## src/rtl/ps2_rx_controller_if.sv

```systemverilog
// Scan-code output channel of the PS/2 receiver: valid/ready handshake plus
// the per-frame status pulses and the busy flag.
interface ps2_rx_controller_if;
    logic [7:0] code_out;
    logic       code_valid;
    logic       code_ready;
    logic       frame_err;
    logic       overflow;
    logic       busy;

    modport master (
        output code_out,
        output code_valid,
        input  code_ready,
        output frame_err,
        output overflow,
        output busy
    );

    modport slave (
        input  code_out,
        input  code_valid,
        output code_ready,
        input  frame_err,
        input  overflow,
        input  busy
    );
endinterface

```

## src/rtl/ps2_rx_controller.sv

```systemverilog
// PS/2 keyboard receive controller: pin synchronisation, 11-bit frame assembly
// with start/stop/odd-parity and inter-bit timeout checks, scan-code FIFO.
module ps2_rx_controller #(
    parameter int TIMEOUT_CYCLES = 50000,
    parameter int FIFO_DEPTH     = 4
) (
    input  logic                clock_fpga,
    input  logic                reset,
    input  logic                ps2_clk,
    input  logic                ps2_data,
    ps2_rx_controller_if.master rx
);
    localparam int AW = $clog2(FIFO_DEPTH);
    localparam int TW = (TIMEOUT_CYCLES > 2) ? $clog2(TIMEOUT_CYCLES) : 1;
    localparam logic [TW-1:0] TMO_LAST   = TW'(TIMEOUT_CYCLES - 1);
    localparam logic [AW:0]   DEPTH_PTR  = (AW+1)'(FIFO_DEPTH);
    localparam logic [AW:0]   PTR_ONE    = (AW+1)'(1);

    typedef enum logic [1:0] {
        IDLE    = 2'd0,
        RECEIVE = 2'd1,
        CHECK   = 2'd2
    } state_t;

    state_t        state, state_nxt;
    logic          clk_s1, clk_s2, clk_prev, data_s1, data_s2, fe;
    logic [10:0]   frame;
    logic [3:0]    bit_cnt;
    logic [TW-1:0] tmo_cnt;
    logic          start_frame, store_bit, clear_cnt, tmo_clr, tmo_inc;
    logic          err_nxt, push_req, frame_ok;
    logic          frame_err_q, overflow_q;

    logic [7:0]    mem [FIFO_DEPTH];
    logic [AW:0]   wr_ptr, rd_ptr, rd_next, count;
    logic [7:0]    head_q;
    logic          empty, full, pop, push, overflow_nxt;

    // Idle-high lines, so the synchronisers reset to 1 and no edge is seen at start-up.
    // NOTE: sequential state is assigned with <= so every flop samples pre-edge values.
    always_ff @(posedge clock_fpga or posedge reset) begin
        if (reset) begin
            clk_s1   <= 1'b1;
            clk_s2   <= 1'b1;
            clk_prev <= 1'b1;
            data_s1  <= 1'b1;
            data_s2  <= 1'b1;
            fe       <= 1'b0;
        end else begin
            clk_s1   <= ps2_clk;
            clk_s2   <= clk_s1;
            clk_prev <= clk_s2;
            data_s1  <= ps2_data;
            data_s2  <= data_s1;
            fe       <= clk_prev & ~clk_s2;
        end
    end

    assign frame_ok = ~frame[0] & frame[10] & (^frame[9:1]);

    always_ff @(posedge clock_fpga or posedge reset) begin
        if (reset) state <= IDLE;
        else       state <= state_nxt;
    end

    // NOTE: every always_comb output gets a default first, so no path can infer a latch.
    always_comb begin
        state_nxt   = state;
        start_frame = 1'b0;
        store_bit   = 1'b0;
        clear_cnt   = 1'b0;
        tmo_clr     = 1'b0;
        tmo_inc     = 1'b0;
        err_nxt     = 1'b0;
        push_req    = 1'b0;
        case (state)
            IDLE: begin
                if (fe && !data_s2) begin
                    start_frame = 1'b1;
                    tmo_clr     = 1'b1;
                    state_nxt   = RECEIVE;
                end
            end
            RECEIVE: begin
                if (fe) begin
                    store_bit = 1'b1;
                    tmo_clr   = 1'b1;
                    if (bit_cnt == 4'd10) state_nxt = CHECK;
                end else if (tmo_cnt == TMO_LAST) begin
                    err_nxt   = 1'b1;
                    clear_cnt = 1'b1;
                    state_nxt = IDLE;
                end else begin
                    tmo_inc = 1'b1;
                end
            end
            CHECK: begin
                clear_cnt = 1'b1;
                state_nxt = IDLE;
                if (frame_ok) push_req = 1'b1;
                else          err_nxt  = 1'b1;
            end
            default: state_nxt = IDLE;
        endcase
    end

    always_ff @(posedge clock_fpga or posedge reset) begin
        if (reset) begin
            frame   <= '0;
            bit_cnt <= '0;
            tmo_cnt <= '0;
        end else begin
            if (start_frame) begin
                frame[0] <= 1'b0;
                bit_cnt  <= 4'd1;
            end else if (store_bit) begin
                frame[bit_cnt] <= data_s2;
                bit_cnt        <= bit_cnt + 4'd1;
            end else if (clear_cnt) begin
                bit_cnt <= '0;
            end
            if (tmo_clr)      tmo_cnt <= '0;
            else if (tmo_inc) tmo_cnt <= tmo_cnt + TW'(1);
        end
    end

    // Extra pointer MSB distinguishes full from empty when the slot indices match.
    assign count        = wr_ptr - rd_ptr;
    assign empty        = (count == '0);
    assign full         = (count == DEPTH_PTR);
    assign pop          = !empty && rx.code_ready;
    assign push         = push_req && (!full || pop);
    assign overflow_nxt = push_req && full && !pop;
    assign rd_next      = pop ? rd_ptr + PTR_ONE : rd_ptr;

    // NOTE: the storage array is not reset; only pointers and the head register are.
    always_ff @(posedge clock_fpga) begin
        if (push) mem[wr_ptr[AW-1:0]] <= frame[8:1];
    end

    always_ff @(posedge clock_fpga or posedge reset) begin
        if (reset) begin
            wr_ptr      <= '0;
            rd_ptr      <= '0;
            head_q      <= 8'h00;
            frame_err_q <= 1'b0;
            overflow_q  <= 1'b0;
        end else begin
            if (push) wr_ptr <= wr_ptr + PTR_ONE;
            rd_ptr      <= rd_next;
            frame_err_q <= err_nxt;
            overflow_q  <= overflow_nxt;
            // Head follows the pushed code when it lands in the slot about to be read.
            if (push && (wr_ptr == rd_next)) head_q <= frame[8:1];
            else if (pop)                    head_q <= mem[rd_next[AW-1:0]];
        end
    end

    assign rx.code_out   = head_q;
    assign rx.code_valid = !empty;
    assign rx.frame_err  = frame_err_q;
    assign rx.overflow   = overflow_q;
    assign rx.busy       = (state != IDLE);
endmodule

```

## src/flat_wrapper.sv

```systemverilog
// flat-port wrapper written by rule: the top's interface ports become plain ports
module ps2_rx_controller_flat 
#(
    parameter int TIMEOUT_CYCLES = 50000,
    parameter int FIFO_DEPTH     = 4
)
  (clock_fpga, reset, ps2_clk, ps2_data, rx_code_out, rx_code_valid, rx_code_ready, rx_frame_err, rx_overflow, rx_busy);
  ps2_rx_controller_if rx_i ();
  input  logic clock_fpga;
  input  logic reset;
  input  logic ps2_clk;
  input  logic ps2_data;
  output wire logic [$bits(rx_i.code_out)-1:0] rx_code_out;
  output wire logic [$bits(rx_i.code_valid)-1:0] rx_code_valid;
  input wire logic [$bits(rx_i.code_ready)-1:0] rx_code_ready;
  output wire logic [$bits(rx_i.frame_err)-1:0] rx_frame_err;
  output wire logic [$bits(rx_i.overflow)-1:0] rx_overflow;
  output wire logic [$bits(rx_i.busy)-1:0] rx_busy;
  assign rx_code_out = rx_i.code_out;
  assign rx_code_valid = rx_i.code_valid;
  assign rx_i.code_ready = rx_code_ready;
  assign rx_frame_err = rx_i.frame_err;
  assign rx_overflow = rx_i.overflow;
  assign rx_busy = rx_i.busy;
  ps2_rx_controller #(.TIMEOUT_CYCLES(TIMEOUT_CYCLES), .FIFO_DEPTH(FIFO_DEPTH)) u_core (.clock_fpga(clock_fpga), .reset(reset), .ps2_clk(ps2_clk), .ps2_data(ps2_data), .rx(rx_i));
endmodule
```

## config.mk

```make
export PLATFORM = sky130hd
export DESIGN_NAME = ps2_rx_controller_flat
export DESIGN_NICKNAME = d
export VERILOG_FILES = /design/src/rtl/ps2_rx_controller_if.sv /design/src/rtl/ps2_rx_controller.sv /design/src/flat_wrapper.sv
export SDC_FILE = /design/constraint.sdc
export NUM_CORES = 1
export LEC_CHECK = 0
export CORE_MARGIN = 4
export CORE_UTILIZATION = 25
export DETAILED_ROUTE_END_ITERATION = 10
export HOLD_SLACK_MARGIN = 0.15
export REMOVE_ABC_BUFFERS = 1
export SLEW_MARGIN = 40
export SYNTH_ARGS = -nofsm -noshare
export SYNTH_HDL_FRONTEND = slang
export SYNTH_SLANG_ARGS = --single-unit
```

## constraint.sdc

```tcl
create_clock -name clock_fpga -period 3.39 [get_ports clock_fpga]
set_input_delay 0.5085 -clock clock_fpga [delete_from_list [all_inputs] [get_ports clock_fpga]]
set_output_delay 0.5085 -clock clock_fpga [all_outputs]
set_load 0.02 [all_outputs]
```

==> results of run 1 <==
[state kept, by name, indices dropped and copies added (netlist names), 2 cells and up]
register and flops:
u_core.bit_cnt 4, u_core.frame 11, u_core.mem 32, u_core.rd_ptr 3, u_core.rx.code_out 8, u_core.state 2, u_core.tmo_cnt 16, u_core.wr_ptr 3
[area by class of cell]
type	instances	area, µm²
Sequential cell	87	2344
Clock inverter	7	73.82
Timing Repair Buffer	20	190.2
Tap cell	216	270.3
Clock buffer	9	225.2
Inverter	14	52.55
Fill cell	1642	11230
Multi-Input combinational cell	218	1725
[per-layer routing]
| layer | vias up | part of all wire [%] | global-route usage [%] |
|---|---|---|---|
| met4 | 0 | 1.1 | 2.494 |
| met1 | 1250 | 47 | 11.85 |
| met5 | - | 0 | 0 |
| met2 | 53 | 48 | 14.50 |
| met3 | 9 | 4.2 | 2.610 |
| li1 | 1224 | - | - |
[logic make-up (layout without fill, tap and decap cells)]
group	count (synthesis)	after routing	synth area share [%]
buffers and inverters	22	50	2.195
xor gates and xnor gates	26	26	6.196
muxes	36	36	11.85
DFF	87	87	56.33
AOI/OAI and AO/OA	33	33	4.993
and+or+nand+nor	108	108	13.92
adders and majority gates	15	15	4.511
[power breakdown]
| part | total (mW) | switching (mW) | internal, mW |
|---|---|---|---|
| Sequential | 1.38 | 0.145 | 1.24 |
| Combinational | 1.08 | 0.564 | 0.519 |
| Clock | 0.973 | 0.452 | 0.521 |
[synth_stat cells, drive strengths merged (3+ instances only)]
cell     n  area [µm²]
dfrtp   50        1251
xor2    11       103.9
nor2b    5       31.28
nand2   25       93.84
nand3   12       60.06
inv     14       52.55
a31oi    4       25.02
clkbuf   6       22.52
mux2    26       292.8
nand4    5       31.28
edfxtp  32       960.9
dfstp    5       131.4
xnor2   14       130.1
ha      15       187.7
nor2    28       105.1
a21oi    5       25.02
o21ai   13       65.06
and2     7       48.80
mux4     8       180.2
and4     3       26.28
nor3     4       25.02
nand2b   4       25.02
[through the flow]
| stage | hold WS [ns] | worst slack (ns) | instance area (µm²) |
|---|---|---|---|
| after floorplan | 0.3452 | 0.7058 | 4121 |
| after global placement | 0.3471 | 0.7283 | 4582 |
| after detailed placement | 0.3494 | 0.6377 | 4582 |
| after CTS | 0.3594 | 0.4437 | 4881 |
| after global routing | 0.3640 | 0.3174 | 4881 |
| final | 0.3574 | 0.4371 | 4881 |
[placed cells by master (no fill, tap or decap), drive strengths merged, types with 7 or more instances in the layout]
cell and count:
nand2 25, ha 15, nand3 12, mux2 26, clkbuf 9, xor2 11, and2 7, inv 18
dfrtp 50, clkdlybuf4s50 16, xnor2 14, nor2 28, mux4 8, o21ai 13, edfxtp 32
[how the worst max path moves through the flow]
stage	end	cells past startpoint	startpoint	slack (ns)
floorplan	u_core.rx.code_out[0]$_DFFE_PP0P_	7	u_core.rd_ptr[0]$_DFF_PP0_	0.71
global placement	u_core.rx.code_out[5]$_DFFE_PP0P_	8	u_core.wr_ptr[0]$_DFFE_PP0P_	0.73
detailed placement	u_core.rx.code_out[2]$_DFFE_PP0P_	8	u_core.wr_ptr[0]$_DFFE_PP0P_	0.64
CTS	rx_code_valid	6	u_core.wr_ptr[0]$_DFFE_PP0P_	0.44
global route	rx_code_valid	6	u_core.wr_ptr[0]$_DFFE_PP0P_	0.32
finish	rx_code_valid	6	u_core.wr_ptr[0]$_DFFE_PP0P_	0.44
==> summary.md, run 1 <==
| Metric | Value |
|---|---|
| Critical-path top delay cell | clkdlybuf4s50_1 |
| Power Dens Cells | slightly above 700 nW/µm² |
| Core area | 16,120 µm² |
| First-pass GRT wire length | 13.16 mm |
| Post_cts resized | 0 |
| Hold-fix buffers at CTS | 0 |
| Period utilization | 87.11% |
| DRC | 0 |
| Synthesized area | 4160 µm² |
| First drt pass iteration count | 4 |
| Hold/Removal Path Class | reg -> reg |
| CTS clk-pin slew, worst paths | 0.07 ns |
| Max Root-Sink Buffers | 2 |
| VDD IR max | roughly 0.00027 V |
| Final WL | between 7 and 8 mm |
| Vias in the first global route | roughly 2,600 |
| Slew headroom | a little under three fifths |
| Synth Instances | 327 |
| Hold_sp | u_core.clk_s1$_DFF_PP1_ |
| Post-synth ARST share | 63.22% |
| Endpoints failing setup | 0 |
| Buf+Inv Stages, Crit Path | 2 |
| Fmax | 338.6 MHz |
| Power Total | 3.440 mW |
| CTS sink count | 87 |
| Std cell rows | 46 |
| Post-CTS Setup Inserts | 0 |
| Clk_lat worst skew | 0.34 ns |
| Largest net degree at the start of global routing | 29 |
| Seq/Total Area, Yosys | 56.33% |
| CTS H-Tree Depth | 3 |
| Fin util | between 30% and 40% |
| GRT overflow | 0 |
| Syn_area_per_cell | 12.72 µm² |
| Min Tclk post-route | 2.953 ns |
| Vias per cell | 4.441 |
| Port Buffers | 16 |
| CTS tree | yes |
| Die outline area | 18,770 µm² |
| Clk_skew | between 0.01 and 0.015 ns |
| Leak Pwr | 1.946 nW |
| WHS Endpoint | u_core.clk_s2$_DFF_PP1_ |
| Post-Layout Cell Count | 571 |
| Hold Path Depth | 0 |
| Unique masters post-synth | 50 |
| CTS root buffer | clkbuf_16 |
| Reg2Reg Setup Slack | 0.61 ns |
| Worst endpoint required time | 2.88 ns |
| ANT nets after route | 0 |
| Layout area overhead | 17.32% |
| R2R Path End | u_core.rx.code_out[2]$_DFFE_PP0P_ |
| Nets | 370 |
| Total track usage | 9.009% |
| Cells after DPL | 555 |
| Worst Reg-to-Reg Cells | 8 |
| Worst R2R Start | u_core.wr_ptr[0]$_DFFE_PP0P_ |
| Hold violation count in the final report | 0 |
| WL per Instance | 13.90 µm |
| Status | finished clean |
| Arrival time worst endpoint | 2.44 ns |
| Pins Over Slew Limit | 0 |
| CP Cell Sequence | inv_1 > ha_1 > nor2b_1 > xnor2_1 > nand3_1 > clkdlybuf4s50_1 |
| Routability cong. | between 0.7 and 0.8 |
| DR vias | 2,536 |
| TritonCTS Buffers | 9 |
| Number of synthesized flops with an enable pin | 32 |
| Initial antenna violation count | 0 |
| Layout cells sized above 1 | around a fifth |
| I/O pins | 17 |
| Antenna diodes | 0 |
| Register bit total from synthesis | between 80 and 90 |
| Setup TNS | 0 ns |
| Worst Setup End Kind | output pin |
| Top delay family on crit path | buffers and inverters |
| Hpwl dp | approximately 5.5 mm |
| Setup CP Type | reg -> out |
| Max_cap viols | 0 |
| Die W | 137 µm |
| RSZ-0062 raised after global routing | false |
| Max stage delay on crit path | 0.59 ns |
| Post-synth top flop | dfrtp_1 |
| Worst-path maximum fanout | 5 |
| Detailed router's first-iteration violation count | 116 |
| CP Launch Type | flip-flop |
| Die Ht | 137 µm |
| Total number of yosys warnings | 0 |
| Worst-Margin Slew | between 0.6 and 0.7 ns |
| Initial Util | 25.82% |
(Power assumes the default switching activity.)
==> run 2: changes to the inputs <==
- CAP_MARGIN: not set -> 40
- CORE_UTILIZATION: 25 -> 65
- PLACE_DENSITY_LB_ADDON: not set -> 0.3
==> summary.md, run 2 (same netlist as run 1, synthesis figures left out) <==
| Metric | Value |
|---|---|
| Status | finished clean |
| WL per Instance | 17.13 µm (+23%) |
| CP Launch Type | flip-flop |
| Layout area overhead | 10.68% |
| Fin worst setup slack | 0.4705 ns (+0.03345 ns) |
| Critical path origin | u_core.wr_ptr[0]$_DFFE_PP0P_ |
| CTS root buffer | clkbuf_8 |
| Min Tclk post-route | 2.919 ns (-0.03345 ns) |
| Hpwl dp | 4.838 mm (-12%) |
| Core area | 6061 µm² (-62%) |
| Routability cong. | 0.8406 (+9.1%) |
| Initial Util | 68.64% (+43 points) |
| Setup CP Type | reg -> out |
| Power Dens Cells | 689.2 nW/µm² (-2.2%) |
| Setup TNS | 0 ns (unchanged) |
| Detailed router's first-iteration violation count | 125 (+7.8%) |
| Port Buffers | 16 (unchanged) |
| DRC | 0 (unchanged) |
| Commonest non-fill, non-tap cell in the layout | dfrtp_1 |
| Arrival time worst endpoint | 2.41 ns (-0.03 ns) |
| Die W | 88 µm (-36%) |
| CTS clk-pin slew, worst paths | 0.09 ns (+0.02 ns) |
| VDD IR max | 0.0004462 V (+68%) |
| Most frequent cells in the layout | 50 x dfrtp_1, 32 x edfxtp_1, 28 x nor2_1, 26 x mux2_2, 25 x nand2_1 |
| Clk_lat worst skew | 0.35 ns (about the same) |
| Die Ht | 88 µm (-36%) |
| Nets | 370 (unchanged) |
| WHS | 0.3508 ns (-0.006581 ns) |
| Hold/Removal Path Class | reg -> reg |
| First-pass GRT wire length | 12.69 mm (-3.6%) |
| Hold violation count in the final report | 0 (unchanged) |
| Final WL | 7.368 mm (-7.2%) |
| Period utilization | 86.12% (-0.99 points) |
| Leak Pwr | 1.895 nW (-2.6%) |
| RSZ-0062 raised after global routing | false |
| GRT overflow | 0 (unchanged) |
| DR vias | 2,548 (+0.47%) |
| Post-Layout Cell Count | 430 (-25%) |
| Max_cap viols | 0 (unchanged) |
| Vias in the first global route | 2,644 (+3.3%) |
| ANT nets after route | 0 (unchanged) |
| Endpoints failing setup | 0 (unchanged) |
| CTS tree | yes |
| Worst setup endpoint | rx_code_valid |
| Std cell rows | 28 (-39%) |
| Worst Reg-to-Reg Cells | 8 (unchanged) |
| Initial antenna violation count | 0 (unchanged) |
| Die outline area | 7744 µm² (-59%) |
| Clk_skew | 0.01227 ns (+0.0006875 ns) |
| Vias per cell | 5.926 (+33%) |
| Worst endpoint required time | 2.88 ns (about the same) |
| TritonCTS Buffers | 9 (unchanged) |
| First drt pass iteration count | 4 (unchanged) |
| Worst-Margin Slew | 0.6505 ns (-0.02126 ns) |
| Hold-fix buffers at CTS | 0 (unchanged) |
| Hold_sp | u_core.clk_s1$_DFF_PP1_ |
| CTS H-Tree Depth | 3 (unchanged) |
| Total track usage | 21.47% (+12 points) |
| Antenna diodes | 0 (unchanged) |
| Pins Over Slew Limit | 0 (unchanged) |
| Worst Setup End Kind | output pin |
| R2R Path End | u_core.rx.code_out[6]$_DFFE_PP0P_ |
| Cells after DPL | 414 (-25%) |
| Max reg flops | 32 (unchanged) |
| Slew headroom | 56.64% (+1.5 points) |
| CTS sink count | 87 (unchanged) |
| I/O pins | 17 (unchanged) |
| Reg2Reg Setup Slack | 0.59 ns (-0.02 ns) |
| Layout cells sized above 1 | 19.44% (unchanged) |
| Fin util | 75.97% (+46 points) |
| Pre-CTS WS | 0.6714 ns (+0.03378 ns) |
| Fmax | 342.5 MHz (+1.1%) |
| Post_cts resized | 0 (unchanged) |
| Worst-path maximum fanout | 5 (unchanged) |
| Max Root-Sink Buffers | 2 (unchanged) |
| Largest net degree at the start of global routing | 53 (+83%) |
| Worst R2R Start | u_core.wr_ptr[0]$_DFFE_PP0P_ |
| Post-CTS Setup Inserts | 0 (unchanged) |
## run 2: cell count changes in the layout (fill, tap and decap cells not counted), sizes merged
cell	previous run	this run
bufinv	0	1
clkinvlp	0	2
inv	18	15
## run 2: worst max-delay path, stage by stage (launching register included)
cell             delay, ns
dfrtp_1               0.43
inv_1                 0.16
ha_1                  0.19
nor2b_1               0.33
xnor2_1               0.22
nand3_1               0.17
clkdlybuf4s50_1       0.57
## run 2: layout make-up
type	instances	area (µm²)
Inverter	14	55.05
Timing Repair Buffer	20	190.2
Clock buffer	9	123.9
Sequential cell	87	2344
Tap cell	75	93.84
Fill cell	373	1456
Multi-Input combinational cell	218	1725
Clock inverter	7	72.57
## run 2: metrics by stage
step	area, µm²	total power, mW
2_1_floorplan	4121	2.142
3_3_place_gp	4405	2.435
3_5_place_dp	4408	2.469
4_1_cts	4604	3.190
5_1_grt	4604	3.360
6_report	4604	3.173
## run 2: worst min path at each step
stage / cells after the start / endpoint / slack [ns]
after floorplan: 0 / u_core.clk_s2$_DFF_PP1_ / 0.35
after global placement: 0 / u_core.data_s2$_DFF_PP1_ / 0.35
after detailed placement: 0 / u_core.clk_s2$_DFF_PP1_ / 0.35
after CTS: 0 / u_core.clk_s2$_DFF_PP1_ / 0.36
after global routing: 0 / u_core.clk_s2$_DFF_PP1_ / 0.36
final: 0 / u_core.clk_s2$_DFF_PP1_ / 0.35
## run 2: layer usage
metal	global-route usage [%]	vias up	wire length (µm)
li1	-	1213	-
met1	28.35	1278	3249
met2	36.16	50	3755
met3	4.610	7	258
met4	5.997	0	105
met5	0	-	0
## run 2: power breakdown
part	total [mW]	leakage, nW	internal, mW	switching, mW
clock network	0.716	0.0956	0.342	0.374
registers	1.38	1.02	1.24	0.142
logic	1.08	0.775	0.519	0.560
total	3.17	1.89	2.10	1.08
==> run 3: changes to the inputs <==
- GPL_TIMING_DRIVEN: not set -> 0
- MAX_ROUTING_LAYER: not set -> met4
- PLACE_DENSITY: not set -> 0.84
- PLACE_DENSITY_LB_ADDON: 0.3 -> not set
==> summary.md, run 3 (same netlist as run 1, synthesis figures left out) <==
| Metric | Value |
|---|---|
| Final WL | 7.450 mm (+1.1%) |
| Worst R2R Start | u_core.rd_ptr[0]$_DFF_PP0_ |
| Hold-fix buffers at CTS | 0 (unchanged) |
| Core area | 6061 µm² (unchanged) |
| Clk network pwr share | 23.0% (+0.4 points) |
| Fmax | 328.8 MHz (-4.0%) |
| Nets | 367 (-0.81%) |
| VDD IR max | 0.0006050 V (+36%) |
| Pre-CTS WS | 0.1954 ns (-0.4760 ns) |
| Commonest non-fill, non-tap cell in the layout | dfrtp_1 |
| Max Root-Sink Buffers | 2 (unchanged) |
| Hold_sp | u_core.data_s1$_DFF_PP1_ |
| Max_cap viols | 0 (unchanged) |
| First drt pass iteration count | 4 (unchanged) |
| DR vias | 2,573 (+0.98%) |
| Endpoints failing setup | 0 (unchanged) |
| Clk_skew | 0.009384 ns (-0.002882 ns) |
| Worst endpoint required time | 2.88 ns (about the same) |
| Detailed router's first-iteration violation count | 97 (-22%) |
| Worst Setup End Kind | output pin |
| Hold/Removal Path Class | reg -> reg |
| Worst-Margin Slew | 0.6696 ns (+0.01908 ns) |
| Die outline area | 7744 µm² (unchanged) |
| Die W | 88 µm (unchanged) |
| WHS Endpoint | u_core.data_s2$_DFF_PP1_ |
| Die Ht | 88 µm (unchanged) |
| Status | finished clean |
| CTS root buffer | clkbuf_8 |
| Worst-path maximum fanout | 12 (+7) |
| Power Total | 3.182 mW (+0.29%) |
| Hold violation count in the final report | 0 (unchanged) |
| Leak Pwr | 1.893 nW (about the same) |
| CTS tree | yes |
| Power Dens Cells | 690.2 nW/µm² (+0.15%) |
| Pins Over Slew Limit | 0 (unchanged) |
| Switching share of power | 34.08% (+0.19 points) |
| Setup CP Type | reg -> out |
| Std cell rows | 28 (unchanged) |
| Period utilization | 89.72% (+3.6 points) |
| Layout area overhead | 10.83% |
| Reg2Reg Setup Slack | 0.46 ns (-0.13 ns) |
| Min Tclk post-route | 3.041 ns (+0.1220 ns) |
| CP Launch Type | flip-flop |
| TritonCTS Buffers | 9 (unchanged) |
| Internal Power | 2.098 mW (about the same) |
| Layout cells sized above 1 | 19.03% (-0.40 points) |
| Combinational power share | 32.7% (-1.3 points) |
| Critical path origin | u_core.rd_ptr[0]$_DFF_PP0_ |
| R2R Path End | u_core.rx.code_out[1]$_DFFE_PP0P_ |
| Total track usage | 22.61% (+1.1 points) |
| Hpwl dp | 5.066 mm (+4.7%) |
| Clk_lat worst skew | 0.36 ns (about the same) |
| Vias in the first global route | 2,579 (-2.5%) |
| Most frequent cells in the layout | 49 x dfrtp_1, 32 x edfxtp_1, 27 x nor2_1, 26 x mux2_2, 25 x nand2_1 |
| Fin worst setup slack | 0.3485 ns (-0.1220 ns) |
| Antenna diodes | 0 (unchanged) |
| First-pass GRT wire length | 12.61 mm (-0.60%) |
| CTS clk-pin slew, worst paths | 0.09 ns (about the same) |
| CTS sink count | 87 (unchanged) |
| Largest net degree at the start of global routing | 45 (-15%) |
| Initial antenna violation count | 0 (unchanged) |
| Slew headroom | 55.31% (-1.3 points) |
| Arrival time worst endpoint | 2.53 ns (+0.12 ns) |
| DRC | 0 (unchanged) |
| ANT nets after route | 0 (unchanged) |
| RSZ-0062 raised after global routing | false |
| GRT overflow | 0 (unchanged) |
| Port Buffers | 16 (unchanged) |
| Worst Reg-to-Reg Cells | 7 (-1) |
| Routability cong. | 0.8392 (-0.17%) |
| Part of the power in registers | 44.3% (+0.8 points) |
| Max reg flops | 32 (unchanged) |
| CTS H-Tree Depth | 3 (unchanged) |
| Vias per cell | 6.026 (+1.7%) |
| I/O pins | 17 (unchanged) |
| WL per Instance | 17.45 µm (+1.8%) |
| Setup TNS | 0 ns (unchanged) |
| Initial Util | 68.64% (unchanged) |
| Switching Power | 1.085 mW (+0.85%) |
| Hold Path Depth | 0 (unchanged) |
-- run 3: cell types whose count changed in the layout (fill, tap and decap cells not counted), moves of 2 or more --
cell        before  now
buf_4            4    0
clkinv_2         2    0
clkinvlp_4       2    0
inv_6            1    3
-- run 3: critical path: stages, from the launching register on --
cell and delay (ns):
dfrtp_2 0.62, ha_1 0.24, nor2b_1 0.35, xnor2_1 0.23
nand3_1 0.17, clkdlybuf4s50_1 0.57
-- run 3: timing repair --
action | 4_1_cts | 5_1_grt
buffers inserted | 0 | 0
resized for setup | 0 | 1
setup endpoints to repair | 0 | 9
-- run 3: power by group through the flow --
stage	combinational (mW)	sequential [mW]	clock, mW
after global routing	1.15	1.44	0.790
after global placement	0.993	1.42	0
after floorplan	0.699	1.44	0
final	1.04	1.41	0.733
after detailed placement	1.05	1.43	0
after CTS	1.05	1.41	0.748
-- run 3: layout make-up --
| type | instances | area (µm²) |
|---|---|---|
| timing repair buffer | 17 | 187.7 |
| clock buffer | 9 | 123.9 |
| multi-input combinational | 218 | 1728 |
| clock inverter | 7 | 77.57 |
| tap | 75 | 93.84 |
| fill | 398 | 1450 |
| inverter | 14 | 55.05 |
| sequential | 87 | 2345 |
-- run 3: per-layer routing --
layer	vias up	part of all wire, %	track usage (%)
met5	-	0	-
met4	0	2.3	9.623
met3	18	3.3	3.575
met2	57	52	38.08
met1	1283	42	26.99
li1	1215	-	-
-- run 3: worst max-delay path by stage --
stage                                                   end  slack [ns]  cells after the start
final                                         rx_code_valid        0.35                      5
after global routing                          rx_code_valid        0.17                      5
after CTS                                     rx_code_valid        0.07                      5
after detailed placement  u_core.rx.code_out[1]$_DFFE_PP0P_        0.20                      7
after global placement    u_core.rx.code_out[1]$_DFFE_PP0P_        0.30                      7
after floorplan           u_core.rx.code_out[0]$_DFFE_PP0P_        0.71                      7
-- run 3: stage by stage --
| stage | util (%) | std cells | hold slack, ns | area (µm²) |
|---|---|---|---|---|
| finish | 76.07 | 427 | 0.3596 | 4611 |
| global route | 76.07 | 427 | 0.3633 | 4611 |
| CTS | 76.05 | 427 | 0.3617 | 4609 |
| detailed placement | 72.73 | 411 | 0.3488 | 4408 |
| global placement | 72.19 | 410 | 0.3462 | 4375 |
| floorplan | - | 319 | 0.3452 | 4121 |
